**src/rtl/reaction_game_pkg.sv**
```systemverilog
// reaction_game_pkg: shared FSM states, target modes, LFSR and 7-segment constants
package reaction_game_pkg;
  localparam logic [1:0] WAIT = 2'd0, SHOW = 2'd1, COOL = 2'd2;
  localparam int MODE_WALK = 0, MODE_LFSR = 1;
  localparam logic [15:0] LFSR_SEED = 16'hACE1;
  // right-shifting Fibonacci taps at bits 0,2,3,5 give x^16+x^14+x^13+x^11+1
  localparam logic [15:0] LFSR_TAPS = 16'h002D;
  // active-low {a..g}; codes above 9 blank the digit
  localparam logic [15:0][6:0] SEG7 = {{6{7'h7f}},
    7'b0000100, 7'b0000000, 7'b0001111, 7'b0100000, 7'b0100100,
    7'b1001100, 7'b0000110, 7'b0010010, 7'b1001111, 7'b0000001};
endpackage

```
**src/rtl/reaction_game_if.sv**
```systemverilog
// reaction_game_if: keys, LEDs, judge pulses, score and display lines of the game core
interface reaction_game_if #(parameter int CHANNELS = 4, parameter int DIGITS = 2);
  logic [CHANNELS-1:0] key_in, led_out;
  logic hit, miss;
  logic [4*DIGITS-1:0] score;
  logic [DIGITS-1:0] select_out;
  logic [6:0] segment_out;
  modport master(output key_in, input led_out, hit, miss, score, select_out, segment_out);
  modport slave(input key_in, output led_out, hit, miss, score, select_out, segment_out);
endinterface

```
**src/rtl/reaction_game_key_debounce.sv**
```systemverilog
// key_debounce: per-channel counters accepting a key state after DEBOUNCE equal samples
module key_debounce #(
  parameter int CHANNELS = 4,
  parameter int DEBOUNCE = 3
) (
  input  logic                clk,
  input  logic                rst,
  input  logic                tick_i,
  input  logic [CHANNELS-1:0] key_i,
  output logic [CHANNELS-1:0] db_o,
  output logic [CHANNELS-1:0] rise_o
);
  localparam int CW = $clog2(DEBOUNCE + 1);
  logic [CHANNELS-1:0][CW-1:0] cnt_q, cnt_d;
  logic [CHANNELS-1:0] db_q, db_d, rise_q;
  always_comb begin
    cnt_d = cnt_q;
    db_d = db_q;
    for (int i = 0; i < CHANNELS; i++)
      if (tick_i) begin
        cnt_d[i] = key_i[i] == db_q[i] || cnt_q[i] == CW'(DEBOUNCE - 1) ? '0 : cnt_q[i] + 1'b1;
        db_d[i] = db_q[i] ^ (key_i[i] != db_q[i] && cnt_q[i] == CW'(DEBOUNCE - 1));
      end
  end
  always_ff @(posedge clk)
    if (rst) begin
      cnt_q <= '0;
      db_q <= '0;
      rise_q <= '0;
    end else begin
      cnt_q <= cnt_d;
      db_q <= db_d;
      rise_q <= db_d & ~db_q;
    end
  assign db_o = db_q;
  assign rise_o = rise_q;
endmodule

```
**src/rtl/reaction_game.sv**
```systemverilog
// reaction_game: tick-enabled reaction game with judge FSM, BCD score and multiplexed 7-segment display
module reaction_game import reaction_game_pkg::*; #(
  parameter int CHANNELS    = 4,
  parameter int DIGITS      = 2,
  parameter int STEP_DIV    = 2**24,
  parameter int SCAN_DIV    = 2**20,
  parameter int REFRESH_DIV = 2**15,
  parameter int DEBOUNCE    = 3,
  parameter int MODE        = MODE_WALK
) (
  input logic clk_in,
  input logic clr,
  reaction_game_if.slave bus
);
  localparam int SW = STEP_DIV > 1 ? $clog2(STEP_DIV) : 1;
  localparam int KW = SCAN_DIV > 1 ? $clog2(SCAN_DIV) : 1;
  localparam int RW = REFRESH_DIV > 1 ? $clog2(REFRESH_DIV) : 1;
  localparam int IW = $clog2(CHANNELS);
  localparam int DW = DIGITS > 1 ? $clog2(DIGITS) : 1;
  logic [SW-1:0] step_q;
  logic [KW-1:0] scan_q;
  logic [RW-1:0] ref_q;
  logic step_tick, scan_tick, ref_tick;
  logic [CHANNELS-1:0] db, rise, risen;
  logic [1:0] state_q, state_d;
  logic [IW-1:0] tgt_q, tgt_d, walk, rnd;
  logic [15:0] lfsr_q, lfsr_d;
  logic hit_q, hit_d, miss_q, miss_d, good, carry;
  logic [4*DIGITS-1:0] score_q, score_d, bcd_inc;
  logic [DW-1:0] dig_q, dig_d;
  logic [DIGITS-1:0] sel_q;
  logic [6:0] seg_q;

  function automatic logic [IW-1:0] next_idx(input logic [IW-1:0] i);
    return i == IW'(CHANNELS - 1) ? '0 : i + 1'b1;
  endfunction

  assign step_tick = step_q == SW'(STEP_DIV - 1);
  assign scan_tick = scan_q == KW'(SCAN_DIV - 1);
  assign ref_tick = ref_q == RW'(REFRESH_DIV - 1);

  key_debounce #(.CHANNELS(CHANNELS), .DEBOUNCE(DEBOUNCE)) u_debounce (
    .clk(clk_in), .rst(clr), .tick_i(scan_tick), .key_i(bus.key_in), .db_o(db), .rise_o(rise)
  );

  always_comb begin
    risen = rise & db;
    lfsr_d = step_tick ? {^(lfsr_q & LFSR_TAPS), lfsr_q[15:1]} : lfsr_q;
    rnd = IW'(lfsr_d % 16'(CHANNELS));
    walk = state_q == WAIT ? '0 : next_idx(tgt_q);
    good = risen == (CHANNELS'(1) << tgt_q);
    // a press judged together with a step tick still lands in SHOW on the new target
    hit_d = state_q == SHOW && |risen && good;
    miss_d = state_q == SHOW && (|risen ? !good : step_tick);
    state_d = step_tick ? SHOW : hit_d || miss_d ? COOL : state_q;
    tgt_d = !step_tick ? tgt_q : MODE == MODE_LFSR ? (rnd == tgt_q ? next_idx(rnd) : rnd) : walk;
    carry = 1'b1;
    bcd_inc = score_q;
    for (int i = 0; i < DIGITS; i++) begin
      bcd_inc[4*i +: 4] = carry ? (score_q[4*i +: 4] == 4'd9 ? 4'd0 : score_q[4*i +: 4] + 4'd1) : score_q[4*i +: 4];
      carry = carry && score_q[4*i +: 4] == 4'd9;
    end
    score_d = hit_d ? bcd_inc : score_q;
    dig_d = dig_q == DW'(DIGITS - 1) ? '0 : dig_q + 1'b1;
  end

  always_ff @(posedge clk_in)
    if (clr) begin
      step_q <= '0;
      scan_q <= '0;
      ref_q <= '0;
      state_q <= WAIT;
      tgt_q <= '0;
      lfsr_q <= LFSR_SEED;
      hit_q <= 1'b0;
      miss_q <= 1'b0;
      score_q <= '0;
      dig_q <= '0;
      sel_q <= ~DIGITS'(1);
      seg_q <= SEG7[0];
    end else begin
      step_q <= step_tick ? '0 : step_q + 1'b1;
      scan_q <= scan_tick ? '0 : scan_q + 1'b1;
      ref_q <= ref_tick ? '0 : ref_q + 1'b1;
      state_q <= state_d;
      tgt_q <= tgt_d;
      lfsr_q <= lfsr_d;
      hit_q <= hit_d;
      miss_q <= miss_d;
      score_q <= score_d;
      if (ref_tick) begin
        dig_q <= dig_d;
        sel_q <= ~(DIGITS'(1) << dig_d);
        seg_q <= SEG7[score_q[4*dig_d +: 4]];
      end
    end

  assign bus.led_out = state_q == SHOW ? (CHANNELS'(1) << tgt_q) : '0;
  assign bus.hit = hit_q;
  assign bus.miss = miss_q;
  assign bus.score = score_q;
  assign bus.select_out = sel_q;
  assign bus.segment_out = seg_q;
endmodule

```
**src/flat_wrapper.sv**
```systemverilog
// flat-port wrapper written by rule: the top's interface ports become plain ports
module reaction_game_flat import reaction_game_pkg::*;
#(
  parameter int CHANNELS    = 4,
  parameter int DIGITS      = 2,
  parameter int STEP_DIV    = 2**24,
  parameter int SCAN_DIV    = 2**20,
  parameter int REFRESH_DIV = 2**15,
  parameter int DEBOUNCE    = 3,
  parameter int MODE        = MODE_WALK
)
  (clk_in, clr, bus_key_in, bus_led_out, bus_hit, bus_miss, bus_score, bus_select_out, bus_segment_out);
  reaction_game_if #(.CHANNELS(CHANNELS), .DIGITS(DIGITS)) bus_i ();
  input logic clk_in;
  input logic clr;
  input wire logic [$bits(bus_i.key_in)-1:0] bus_key_in;
  output wire logic [$bits(bus_i.led_out)-1:0] bus_led_out;
  output wire logic [$bits(bus_i.hit)-1:0] bus_hit;
  output wire logic [$bits(bus_i.miss)-1:0] bus_miss;
  output wire logic [$bits(bus_i.score)-1:0] bus_score;
  output wire logic [$bits(bus_i.select_out)-1:0] bus_select_out;
  output wire logic [$bits(bus_i.segment_out)-1:0] bus_segment_out;
  assign bus_i.key_in = bus_key_in;
  assign bus_led_out = bus_i.led_out;
  assign bus_hit = bus_i.hit;
  assign bus_miss = bus_i.miss;
  assign bus_score = bus_i.score;
  assign bus_select_out = bus_i.select_out;
  assign bus_segment_out = bus_i.segment_out;
  reaction_game #(.CHANNELS(CHANNELS), .DIGITS(DIGITS), .STEP_DIV(STEP_DIV), .SCAN_DIV(SCAN_DIV), .REFRESH_DIV(REFRESH_DIV), .DEBOUNCE(DEBOUNCE), .MODE(MODE)) u_core (.clk_in(clk_in), .clr(clr), .bus(bus_i));
endmodule
```
**config.mk**
```make
export PLATFORM = sky130hd
export DESIGN_NAME = reaction_game_flat
export DESIGN_NICKNAME = d
export VERILOG_FILES = /design/src/rtl/reaction_game_pkg.sv /design/src/rtl/reaction_game_if.sv /design/src/rtl/reaction_game_key_debounce.sv /design/src/rtl/reaction_game.sv /design/src/flat_wrapper.sv
export SDC_FILE = /design/constraint.sdc
export NUM_CORES = 1
export LEC_CHECK = 0
export CORE_AREA = 2 2 91 137
export DETAILED_ROUTE_END_ITERATION = 10
export DIE_AREA = 0 0 93 139
export HOLD_SLACK_MARGIN = 0.03
export PLACE_DENSITY = 0.6
export SYNTH_ARGS = -nofsm -noshare
export SYNTH_HDL_FRONTEND = slang
export SYNTH_SLANG_ARGS = --single-unit
```
**constraint.sdc**
```tcl
create_clock -name clk_in -period 3.75 [get_ports clk_in]
set_input_delay 0.375 -clock clk_in [delete_from_list [all_inputs] [get_ports clk_in]]
set_output_delay 0.375 -clock clk_in [all_outputs]
set_load 0.03 [all_outputs]
```
==> results of run 1 <==
==> layer usage <==
| metal | vias to the layer above | wire length [um] |
|---|---|---|
| met5 | - | 0 |
| met4 | 0 | 251 |
| met3 | 20 | 236 |
| met2 | 45 | 4480 |
| met1 | 1651 | 3850 |
| li1 | 1792 | - |
==> power breakdown <==
part           switching, mW  internal, mW  total [mW]
Combinational         0.0288        0.0181      0.0469
Clock                  0.393         0.584       0.977
Sequential           0.00816          1.05        1.06
Total                  0.430          1.65        2.08
==> logic make-up after synthesis <==
logic type	after synthesis
AO/OA/AOI/OAI	57
AND/OR/NAND/NOR	230
multiplexers	10
flip-flops	98
buffers and inverters	33
adder cells (fa/ha/maj)	17
XOR/XNOR	56
==> flip-flops by register name, indices dropped and copies added (netlist names) <==
signal,flops
u_core.u_debounce.db_o,4
u_core.bus.score,8
u_core.step_q,24
u_core.ref_q,15
u_core.scan_q,20
u_core.bus.segment_out,7
u_core.bus.hit,1
u_core.u_debounce.cnt_q,8
u_core.tgt_q,2
u_core.bus.select_out,2
u_core.state_q,2
u_core.u_debounce.rise_o,4
u_core.bus.miss,1
==> path summary, 6_finish.rpt <==
check,to,slack (ns),from,cells past startpoint
max,bus_led_out[1],1.35,u_core.state_q[0],3
min,u_core.ref_q[0],0.46,u_core.ref_q[0],1
max reg2reg,u_core.u_debounce.cnt_q[0],1.44,u_core.scan_q[0],8
min reg2reg,u_core.ref_q[0],0.46,u_core.ref_q[0],1
==> area by class of cell <==
cell class	instances	area (um^2)	area share, %
Inverter	15	56.3	1.08
Clock inverter	7	92.6	1.78
Timing Repair Buffer	32	310	5.96
Tap cell	153	191	3.68
Clock buffer	9	225	4.32
Multi-Input combinational cell	370	2370	45.5
Sequential cell	98	1960	37.7
==> stage by stage <==
step | instances | total power, mW
final | 684 | 2.08
after global placement | 668 | 1.13
after floorplan | 501 | 1.11
after global routing | 684 | 2.17
after detailed placement | 668 | 1.13
after CTS | 684 | 2.11
==> cells in the mapped netlist <==
cell type / number / area (um^2)
a41oi_2: 1 / 16.3
buf_4: 2 / 15.0
a31oi_1: 4 / 25.0
xor2_1: 32 / 280
nor3_2: 2 / 20.0
and2_1: 9 / 56.3
nand2b_1: 4 / 25.0
and3_1: 15 / 93.8
nand3_1: 25 / 125
nand3b_1: 6 / 45.0
o22a_1: 4 / 35.0
or4b_1: 2 / 20.0
or3b_2: 1 / 8.76
or3b_1: 1 / 8.76
nand4b_1: 2 / 17.5
nor2b_1: 5 / 31.3
o31ai_1: 5 / 37.5
clkbuf_1: 14 / 52.6
and4_1: 10 / 87.6
nor2_1: 69 / 259
or3_1: 13 / 81.3
a41oi_1: 1 / 8.76
or2_2: 1 / 6.26
xnor2_1: 24 / 210
nand2_1: 37 / 139
nand4_1: 18 / 113
o21ai_0: 15 / 75.1
a21oi_1: 18 / 90.1
mux2i_1: 9 / 90.1
ha_1: 17 / 213
or4_1: 1 / 7.51
o22ai_1: 1 / 6.26
o21a_1: 1 / 7.51
buf_2: 2 / 10.0
nor3_1: 4 / 20.0
nand4_2: 1 / 12.5
inv_1: 15 / 56.3
nor4_1: 4 / 25.0
dfxtp_1: 98 / 1960
mux2_2: 1 / 11.3
a22o_1: 4 / 35.0
a22oi_1: 2 / 15.0
a211oi_2: 1 / 12.5
==> worst max-delay path: stages, from the launching register on <==
cell and delay (ns):
dfxtp_1 0.37, nor2b_1 0.45, and2_1 0.21, clkdlybuf4s50_1 0.66
==> key figures, run 1 <==
CTS
  – Clock slew at reported path FFs: 0.07 ns
  – Clock tree sinks: 98
  – Hold-fix buffers at CTS: 0
  – Post-CTS setup buffer count: 0
  – Number of buffers created by CTS: 9
  – Clock Path Buffers: 2
  – CTS tree: yes
  – H-Tree Level Count: 3
  – CTS-repair resized insts: 0
  – Worst-skew pair later-pin latency: 0.34 ns
  – CTS Root Cell: clkbuf_16

Timing
  – Fmax: 416 MHz
  – Slew HR: 42.9%
  – Endpoints failing setup: 0
  – Hold Worst Slack: 0.461 ns
  – Setup_tns: 0 ns
  – RSZ-0062 raised after global routing: no
  – Minimum clock period: 2.40 ns
  – Final setup skew: 0.00584 ns
  – Final Cycle Share: 64.1%
  – Max-slew violation count: 0
  – Final Worst Setup Slack: 1.35 ns
  – Final hold violation count: 0
  – Worst-Margin Slew: 0.854 ns

Placed design
  – Dpl ws: 1.26 ns
  – DPL Wire Length: 6.39 mm
  – Placed cell area: 0.00489 mm^2
  – IO Port Bufs: 28
  – Routability cong.: 0.840

Route
  – Initial drt markers: 124
  – Remaining routing DRC violations: 0
  – DRT Pass-1 Iters: 4
  – DR WL/cell: 12.9 um
  – Final wirelength: 8.82 mm
  – DR vias: 3,508
  – Via density: 5.13
  – DRT antenna net count: 0

Global route
  – Total GRT Usage: 14.1%
  – First-pass GRT wire length: 14.8 mm
  – GR Util met1: 15.7%
  – Pin count of the biggest net entering global routing: 26
  – Number of global-route vias before repair: 3,304
  – GR peak layer: met2
  – Initial antenna violation count: 0
  – Met2 usage: 25.0%
  – GRT overflow: 0
  – Met3 Usage GRT: 3.32%

Yosys
  – Largest family of logic cells by synthesized area: simple AND/OR/NAND/NOR gates
  – Post-synth cell types: 43
  – Multiplexer share of the synthesized area: 2.27%
  – Synth Area per Inst: 8.92 um^2
  – Post-Synth Simple-Gate Area: 26.9%
  – Ys Warns: 0
  – Seq cells post-synth: 98
  – Compound-Gate Fraction of Synth Area: 8.15%
  – Cell area after synthesis: 0.00447 mm^2
  – Mapped Cells: 501
  – Synth Area in Adders: 4.76%
  – Synth Area in XOR/XNOR: 11.0%
  – Synthesized Nets: 524
  – Part of the Yosys area used for sequential elements: 43.9%

Final layout
  – Share of layout cells above drive strength 1: 5.27%
  – Most common cell after layout, fill and taps aside: dfxtp_1
  – Finished Cell Area: 0.00521 mm^2
  – Area Growth Syn to Fin: 16.6%
  – Util after Layout: 44.2%
  – # fillers: 1,170
  – Nets: 549
  – Antenna cell count: 0
  – Commonest cells after routing, fill and taps aside: dfxtp_1 (98), nor2_1 (69), nand2_1 (37)

Floorplan
  – DIE AREA: 0.0129 mm^2
  – Placeable Area: 0.0118 mm^2
  – Std cell rows: 49
  – Initial Util: 37.9%
  – Num ports: 29
  – Die X: 93 um
  – Die Y: 139 um

Job
  – Max-Cap Viols: 0

Power
  – Pwr Density: 400 mW/mm^2
  – Peak supply drop: 0.247 mV
  – P_leak: 1.91 nW

Min path
  – Worst Hold Class: flip-flop to flip-flop

Worst setup path
  – Max FO, Critical Path: 9
  – Worst EP arrival: 2.03 ns
  – Setup CP Type: flip-flop to output port
  – CP required: 3.38 ns
  – Startpoint types: flip-flop
  – Crit. End Element: output port

Outcome
  – Status: complete, no violations
No activity file was read; power rests on OpenSTA's default activity.
==> inputs of run 2 (changes only) <==
PLACE_DENSITY = 0.62   (was 0.6)
clock period = 2 ns   (was 3.75 ns; I/O delays follow)
==> key figures, run 2 (synthesis results as in run 1) <==
CTS
  – H-Tree Level Count: 3
  – Worst-skew pair later-pin latency: 0.34 ns
  – CTS tree: yes
  – Hold-fix buffers at CTS: 0
  – Clock tree sinks: 98
  – Clock slew at reported path FFs: 0.07 ns
  – Clock Path Buffers: 2
  – CTS Root Cell: clkbuf_16
  – Number of buffers created by CTS: 9

Final layout
  – # fillers: 1,156
  – Reg with most FFs: u_core.step_q
  – Max reg flops: 24
  – Antenna cell count: 0
  – Most common cell after layout, fill and taps aside: dfxtp_1
  – Nets: 567
  – Area Growth Syn to Fin: 20.9%
  – Finished Cell Area: 0.00540 mm^2
  – Share of layout cells above drive strength 1: 9.65%
  – Layout Cells excl Fill: 702
  – Biggest regs: u_core.step_q (24), u_core.scan_q (20), u_core.ref_q (15)
  – Util after Layout: 45.9%
  – Commonest cells after routing, fill and taps aside: dfxtp_1 (94), nor2_1 (69), nand2_1 (37)

Floorplan
  – Die Y: 139 um
  – Placeable Area: 0.0118 mm^2
  – Num ports: 29
  – Die X: 93 um
  – Initial Util: 37.9%
  – Std cell rows: 49
  – DIE AREA: 0.0129 mm^2

Global route
  – Initial antenna violation count: 0
  – First-pass GRT wire length: 15.9 mm
  – Number of global-route vias before repair: 3,521
  – Total GRT Usage: 15.1%
  – GRT overflow: 0
  – Pin count of the biggest net entering global routing: 42

Timing
  – Minimum clock period: 1.88 ns
  – Final setup skew: 0.00561 ns
  – Final Cycle Share: 94.1%
  – Worst-Margin Slew: 0.713 ns
  – Max-slew violation count: 0
  – Final Worst Setup Slack: 0.119 ns
  – Fmax: 532 MHz
  – Setup_tns: 0 ns
  – Hold Worst Slack: 0.460 ns
  – Slew HR: 52.2%
  – Final hold violation count: 0
  – RSZ-0062 raised after global routing: no
  – Endpoints failing setup: 0

Worst setup path
  – CP delay by family, top: simple AND/OR/NAND/NOR gates
  – Max FO, Critical Path: 7
  – CP max-delay cell: or4_1
  – Crit. End Element: flip-flop
  – Worst-path cell chain: and4_2 > and4_1 > nand4_2 > or4_1 > a21oi_1
  – Buf/Inv on CP: 0
  – Setup CP Type: flip-flop to flip-flop
  – Worst R2R End: u_core.tgt_q[0]
  – R2r setup slk: 0.12 ns
  – Startpoint types: flip-flop
  – Reg2reg path depth: 5
  – Reg2reg start: u_core.step_q[6]
  – CP required: 2.27 ns
  – Worst EP arrival: 2.16 ns
  – Slowest stage delay, CP: 0.52 ns

Power
  – P_leak: 2.04 nW
  – Peak supply drop: 0.482 mV
  – Pwr Density: 744 mW/mm^2
  – Total power: 4.02 mW

Placed design
  – Routability cong.: 0.806
  – IO Port Bufs: 28
  – Placed cell area: 0.00505 mm^2
  – Dpl ws: 0.0430 ns
  – Placed insts: 686
  – DPL Wire Length: 6.76 mm

Min path
  – Hold Path Sink: u_core.bus.segment_out[5]
  – Worst Hold Class: flip-flop to flip-flop
  – WHS Path Cells: 2
  – Hold path start: u_core.bus.segment_out[5]

Route
  – DR vias: 3,530
  – Via density: 5.03
  – DRT Pass-1 Iters: 4
  – Initial drt markers: 112
  – DR WL/cell: 13.0 um
  – DRT antenna net count: 0
  – Final wirelength: 9.16 mm
  – Remaining routing DRC violations: 0

Job
  – Max-Cap Viols: 0

Outcome
  – Status: complete, no violations
[run 2: cell types whose count changed in the layout (fill, tap and decap cells not counted), moves of 3 or more]
cell | before | now
dfxtp_2 | 0 | 4
dlygate4sd2_1 | 0 | 4
buf_4 | 4 | 20
clkbuf_8 | 0 | 3
clkinv_2 | 3 | 0
clkdlybuf4s50_1 | 28 | 24
dfxtp_1 | 98 | 94
[run 2: layout make-up]
type                       count  area (um^2)  area share, %
timing repair buffer          50          465           8.62
multi-input combinational    370         2380           44.1
inverter                      15         56.3           1.04
clock buffer                  13          270           5.01
tap                          153          191           3.55
clock inverter                 3         68.8           1.27
sequential                    98         1970           36.4
[run 2: worst max-delay path by stage]
stage                                      to                 from  slack [ns]  depth (start not counted)
final                         u_core.tgt_q[0]     u_core.step_q[6]        0.12                          5
after global routing      u_core.bus.score[7]      u_core.tgt_q[1]        0.02                          7
after CTS                 u_core.bus.score[3]      u_core.tgt_q[0]        0.03                          7
after detailed placement  u_core.bus.score[3]      u_core.tgt_q[0]        0.04                          7
after global placement    u_core.bus.score[3]      u_core.tgt_q[0]        0.11                          7
after floorplan           u_core.bus.score[7]  u_core.bus.score[1]        0.05                          5
[run 2: tightest hold or removal path: stages, from the launching register on]
cell     delay (ns)
dfxtp_1        0.33
nand2_1        0.05
o21ai_0        0.06
[run 2: power by group]
part	switching, mW	total (mW)	internal [mW]
clock	0.733	1.94	1.20
combinational	0.0549	0.0978	0.0428
sequential	0.0146	1.98	1.97
[run 2: metal layers]
metal  track usage, %  vias to the layer above  part of all wire, %
met1             16.6                     1658                   42
met3             3.53                        9                  3.1
met2             27.9                       45                   54
met5                0                        -                    0
met4             4.95                        0                  1.4
li1                 -                     1818                    -
[run 2: repair_timing]
action                     4_1_cts  5_1_grt
gates cloned                     0        0
gates resized for setup          4        7
buffers inserted                 0        0
setup endpoints to repair        4        8
pin swaps                        0        1
==> RTL edit 1, RTL diff (config.mk and constraints of run 2) <==
`DEBOUNCE` is set to 3 in 3 places; all go to 5.
--- a/src/rtl/reaction_game_key_debounce.sv
+++ b/src/rtl/reaction_game_key_debounce.sv
@@ -1,7 +1,7 @@
 // key_debounce: per-channel counters accepting a key state after DEBOUNCE equal samples
 module key_debounce #(
   parameter int CHANNELS = 4,
-  parameter int DEBOUNCE = 3
+  parameter int DEBOUNCE = 5
 ) (
   input  logic                clk,
   input  logic                rst,
--- a/src/rtl/reaction_game.sv
+++ b/src/rtl/reaction_game.sv
@@ -5,7 +5,7 @@
   parameter int STEP_DIV    = 2**24,
   parameter int SCAN_DIV    = 2**20,
   parameter int REFRESH_DIV = 2**15,
-  parameter int DEBOUNCE    = 3,
+  parameter int DEBOUNCE    = 5,
   parameter int MODE        = MODE_WALK
 ) (
   input logic clk_in,
--- a/src/flat_wrapper.sv
+++ b/src/flat_wrapper.sv
@@ -6,7 +6,7 @@
   parameter int STEP_DIV    = 2**24,
   parameter int SCAN_DIV    = 2**20,
   parameter int REFRESH_DIV = 2**15,
-  parameter int DEBOUNCE    = 3,
+  parameter int DEBOUNCE    = 5,
   parameter int MODE        = MODE_WALK
 )
   (clk_in, clr, bus_key_in, bus_led_out, bus_hit, bus_miss, bus_score, bus_select_out, bus_segment_out);
Function: same outputs for any inputs over 10 cycles, from zero or initial values; that may be too few to reach the edited logic, so the function may still have changed.
==> RTL edit 1 against run 2 <==
Cell area grew 13%. Sequential cell count is 4 higher. Setup slack got worse by 0.047 ns. Routed wire length grew 28%. Clock skew grew 0.0014 ns. Area after synthesis is 15% higher. Total power shrank 2.5%. Count of clock-buffer cells in the layout fell by 2.
==> RTL edit 1: results (changes against run 2) <==
[cells_and_area]
nFillCells = 1130  ; -2.2%
nets = 670  ; +18%
drive_above_1_share_pct = 12.1  ; +2.4 points
stdcell_count = 800  ; +14%
utilization_pct = 51.7  ; +5.9 points

[critical_path]
cp_data_arrival_time_ns = 2.21  ; +0.05 ns
cp_max_fo = 15  ; +8
critPathLaunch = u_core.tgt_q[0]
critPathSlowestCell = or4b_2
reg2reg_setup_slack_ns = 0.07  ; -0.05 ns
slowest_delay_ns = 0.69  ; +0.17 ns

[power]
p_leak_nw = 2.15  ; +5.1%

[drt]
dr.pass1.iters = 6  ; +2
via_per_inst = 5.63  ; +12%
drt_iter0_drc = 208  ; +86%
wl_um = 11700  ; +28%

[hold_path]
worstHoldPathType = in -> reg
worstHoldStart = clr

[run_status]
status = completed

[placed_design]
post-dp-hpwl_um = 8440  ; +25%
preCtsSetupSlack_ns = 0.0378  ; -0.00521 ns
placed_cells_incl_taps = 785  ; +14%
place_congestion = 0.795  ; -1.4%
place_area_um2 = 5760  ; +14%

[synthesis]
postSynthAreaPerCell_um2 = 8.57  ; -3.8%
yosysSeqAreaShare_pct = 39.9  ; -4.0 points
synth_nets = 624  ; +19%
yosys-top-cells-count = dfxtp_1, nor2_1, a21oi_1
synth_area_leaders = dfxtp_1, ha_1, xor2_1

[global_route]
grt_pass1_vias = 4423  ; +26%
grt_max_degree = 61  ; +45%
grtUsageTotal_pct = 18.8  ; +3.7 points

[sta]
final.setup_skew_ns = 0.00703  ; +0.00143 ns
slew_headroom_pct = 68.5  ; +16 points
fin_crit_sh_pct = 96.4  ; +2.3 points
worst_hold_slack_ns = 0.299  ; -0.160 ns

RTL edit 1: routing by layer:
metal | global-route usage (%) | vias to the layer above | wire length, um
li1 | - | 2263 | -
met1 | 21.4 | 2165 | 5040
met2 | 34.1 | 59 | 6150
met3 | 3.48 | 18 | 271
met4 | 7.51 | 0 | 235
met5 | 0 | - | 0
RTL edit 1: path summary, 6_finish.rpt:
path | endpoint | depth (start not counted)
min | u_core.bus.select_out[1] | 3
max | u_core.bus.score[1] | 7
max reg2reg | u_core.bus.score[1] | 7
min reg2reg | u_core.ref_q[0] | 1
RTL edit 1: worst max-delay path, delay by kind of cell, from the launching register on:
kind | cells | cell delay, ns
AND/OR/NAND/NOR | 2 | 0.84
flip-flops | 1 | 0.34
AO/OA/AOI/OAI | 2 | 0.21
buffers and inverters | 2 | 0.28
adder cells (fa/ha/maj) | 1 | 0.20
RTL edit 1: cells by family after synthesis:
| kind of cell | synth area share [%] |
|---|---|
| simple gates | 26.9 |
| compound gates | 14.3 |
| flops | 39.9 |
| buf+inv | 4.30 |
| xor+xnor | 6.67 |
| fa+ha+maj | 5.13 |
| mux | 2.79 |
RTL edit 1: cell type report:
class                      count  area share [%]
inverter                      26            1.60
sequential                   102            33.6
timing repair buffer          65            9.20
multi-input combinational    439            47.7
clock inverter                 4           0.781
tap                          153            3.14
clock buffer                  11            3.99
RTL edit 1: power breakdown:
part / leakage (nW) / internal (mW) / total [mW] / switching, mW
clock network: 0.141 / 0.994 / 1.74 / 0.751
logic: 1.18 / 0.0422 / 0.110 / 0.0680
registers: 0.825 / 2.05 / 2.06 / 0.0156
RTL edit 1: what timing repair did:
item / in CTS / in global routing
buffers inserted: 0 / 0
setup endpoints to repair: 4 / 12
resized for setup: 5 / 11
pin swaps: 0 / 0
==> RTL edit 2, RTL diff (settings of run 2) <==
Without the edit above. Make the reset (`rst`) asynchronous in one clocked block.
--- a/src/rtl/reaction_game_key_debounce.sv
+++ b/src/rtl/reaction_game_key_debounce.sv
@@ -22,7 +22,7 @@
         db_d[i] = db_q[i] ^ (key_i[i] != db_q[i] && cnt_q[i] == CW'(DEBOUNCE - 1));
       end
   end
-  always_ff @(posedge clk)
+  always_ff @(posedge clk or posedge rst)
     if (rst) begin
       cnt_q <= '0;
       db_q <= '0;
Check against the original RTL: same outputs for any inputs over 10 cycles, from zero or initial values; that may be too few to reach the edited logic, so the function may still have changed.
==> RTL edit 2 against run 2 <==
Sequential cell count is the same. Cell count grew 1.1%. Area after synthesis grew 2.6%. Count of clock-buffer cells in the layout is the same. Die area is the same. First-iteration DRC count grew 30%. Synthesized cell count grew 0.40%. Via count grew 1.0%. Setup slack gained 0.016 ns. Routed wire length shrank 0.93%. Total power shrank 6.1%. Cell area grew 1.3%. Clock skew is essentially flat.
==> RTL edit 2: results (changes against run 2) <==
[run_status]
status = completed

[global_route]
grtUsageTotal_pct = 15.1  ; +0.062 points
grt_pass1_vias = 3578  ; +1.6%
antenna_found_initial = 0  ; unchanged
grt_max_degree = 17  ; -60%
grt_pass1_wl_um = 16000  ; +0.56%

[cells_and_area]
nFillCells = 1173  ; +1.5%
seq_area_share_pct = 37.3  ; +0.90 points
n_all_buffers = 51  ; +2.0%
multi_input_comb_cells = 371  ; +0.27%
clock_area_share_pct = 5.31  ; -0.97 points
dominant_cells = multi-input gates
multi_input_area_um2 = 2420  ; +1.7%
drive_above_1_share_pct = 11.8  ; +2.2 points
nets = 575  ; +1.4%
nonClockInverterCount = 21  ; +6
top_regs = u_core.step_q: 24 flops, u_core.scan_q: 20 flops, u_core.ref_q: 15 flops
n_clock_buffer = 13  ; unchanged
area_share_nonclk_buffers_pct = 8.19  ; -0.43 points

[placed_design]
post-dp-hpwl_um = 6830  ; +0.95%
preCtsSetupSlack_ns = 0.0633  ; +0.0203 ns
port_buffers = 28  ; unchanged
place_congestion = 0.853  ; +5.8%
placed_cells_incl_taps = 694  ; +1.2%

[sta]
tightest_slew_ns = 0.495  ; -0.218 ns
final.setup_skew_ns = 0.00589  ; +0.000277 ns
period_needed_ns = 1.87  ; -0.0157 ns

[drt]
via_per_inst = 5.02  ; -0.12%
wl_um = 9070  ; -0.93%
drt_iter0_drc = 146  ; +30%
avgRoutedWirePerCell_um = 12.8  ; -2.0%
dr.pass1.iters = 4  ; unchanged

[power]
switching_share_pct = 21.2  ; +1.2 points
p_leak_nw = 2.12  ; +3.8%
ir_worst_vdd_uv = 468  ; -3.0%

[critical_path]
cp_data_arrival_time_ns = 2.08  ; -0.08 ns
critPathLaunch = u_core.scan_q[17]
slowest_delay_ns = 0.36  ; -0.16 ns
cp_max_fo = 12  ; +5
critPathSlowestCell = dfxtp_1
r2r_cells = 5  ; unchanged

[synthesis]
synthArstFlopShare_pct = 16.3  ; +16 points
yosysSeqAreaShare_pct = 44.6  ; +0.64 points
synth_area_leaders = dfxtp_1, dfrtp_1, nor2_1
synthCells = 503  ; +0.40%
synth_nets = 526  ; +0.38%
synth_cell_type_count = 52  ; +21%
yosys_warnings = 0  ; unchanged
yosys-top-cells-count = dfxtp_1, nor2_1, nand2_1

[hold_path]
worstHoldPathType = reg -> reg
hold_depth = 1  ; -1
worstHoldStart = u_core.step_q[0]

[cts]
clock-sinks = 98  ; unchanged
cts_htree_levels = 3  ; unchanged
cts_buffers = 9  ; unchanged
cts_resized = 5  ; +1
clk_latency_ns = 0.34  ; about the same
cts_setup_buffers = 0  ; unchanged
root_buffer = clkbuf_16

[floorplan]
coreArea_um2 = 11800  ; unchanged

==> RTL edit 2: metal layers <==
layer	track usage (%)	vias up	routed length, um
met5	0	-	0
li1	-	1826	-
met1	17.1	1702	3810
met3	4.02	8	284
met2	27.1	30	4850
met4	5.26	0	135
==> RTL edit 2: power by group through the flow <==
stage          logic [mW]  registers, mW  clock network (mW)
5_1_grt             0.124           2.00                1.80
2_1_floorplan      0.0732           2.04                   0
6_report            0.106           2.00                1.66
3_5_place_dp        0.108           2.04                   0
3_3_place_gp        0.106           2.04                   0
4_1_cts             0.109           2.00                1.73
==> RTL edit 2: final timing paths <==
kind | end
worst max register to register | u_core.u_debounce.cnt_q[7]
worst max-delay path | u_core.u_debounce.cnt_q[7]
min in group asynchronous | u_core.u_debounce.rise_o[2]
max in group asynchronous | u_core.u_debounce.cnt_q[1]
worst min register to register | u_core.step_q[0]
worst min-delay path | u_core.step_q[0]
==> RTL edit 2: worst register-to-register path, stage by stage (launching register included) <==
cell,delay [ns]
dfxtp_1,0.36
nand4_1,0.15
or2_2,0.35
nor4_4,0.31
buf_4,0.23
mux2_2,0.34
==> RTL edit 2: kinds of logic after synthesis <==
group / after synthesis / synth area share [%]
buffers and inverters: 34 / 3.00
AND/OR/NAND/NOR: 228 / 25.8
flip-flops: 98 / 44.6
adder cells (fa/ha/maj): 17 / 4.64
AO/OA/AOI/OAI: 55 / 7.65
XOR/XNOR: 55 / 10.5
multiplexers: 16 / 3.80
==> RTL edit 2: through the flow <==
stage                     hold WS, ns  area (um^2)
after floorplan                 0.304         4580
after global placement          0.444         5170
after detailed placement        0.452         5170
after CTS                       0.470         5460
after global routing            0.487         5470
final                           0.464         5470
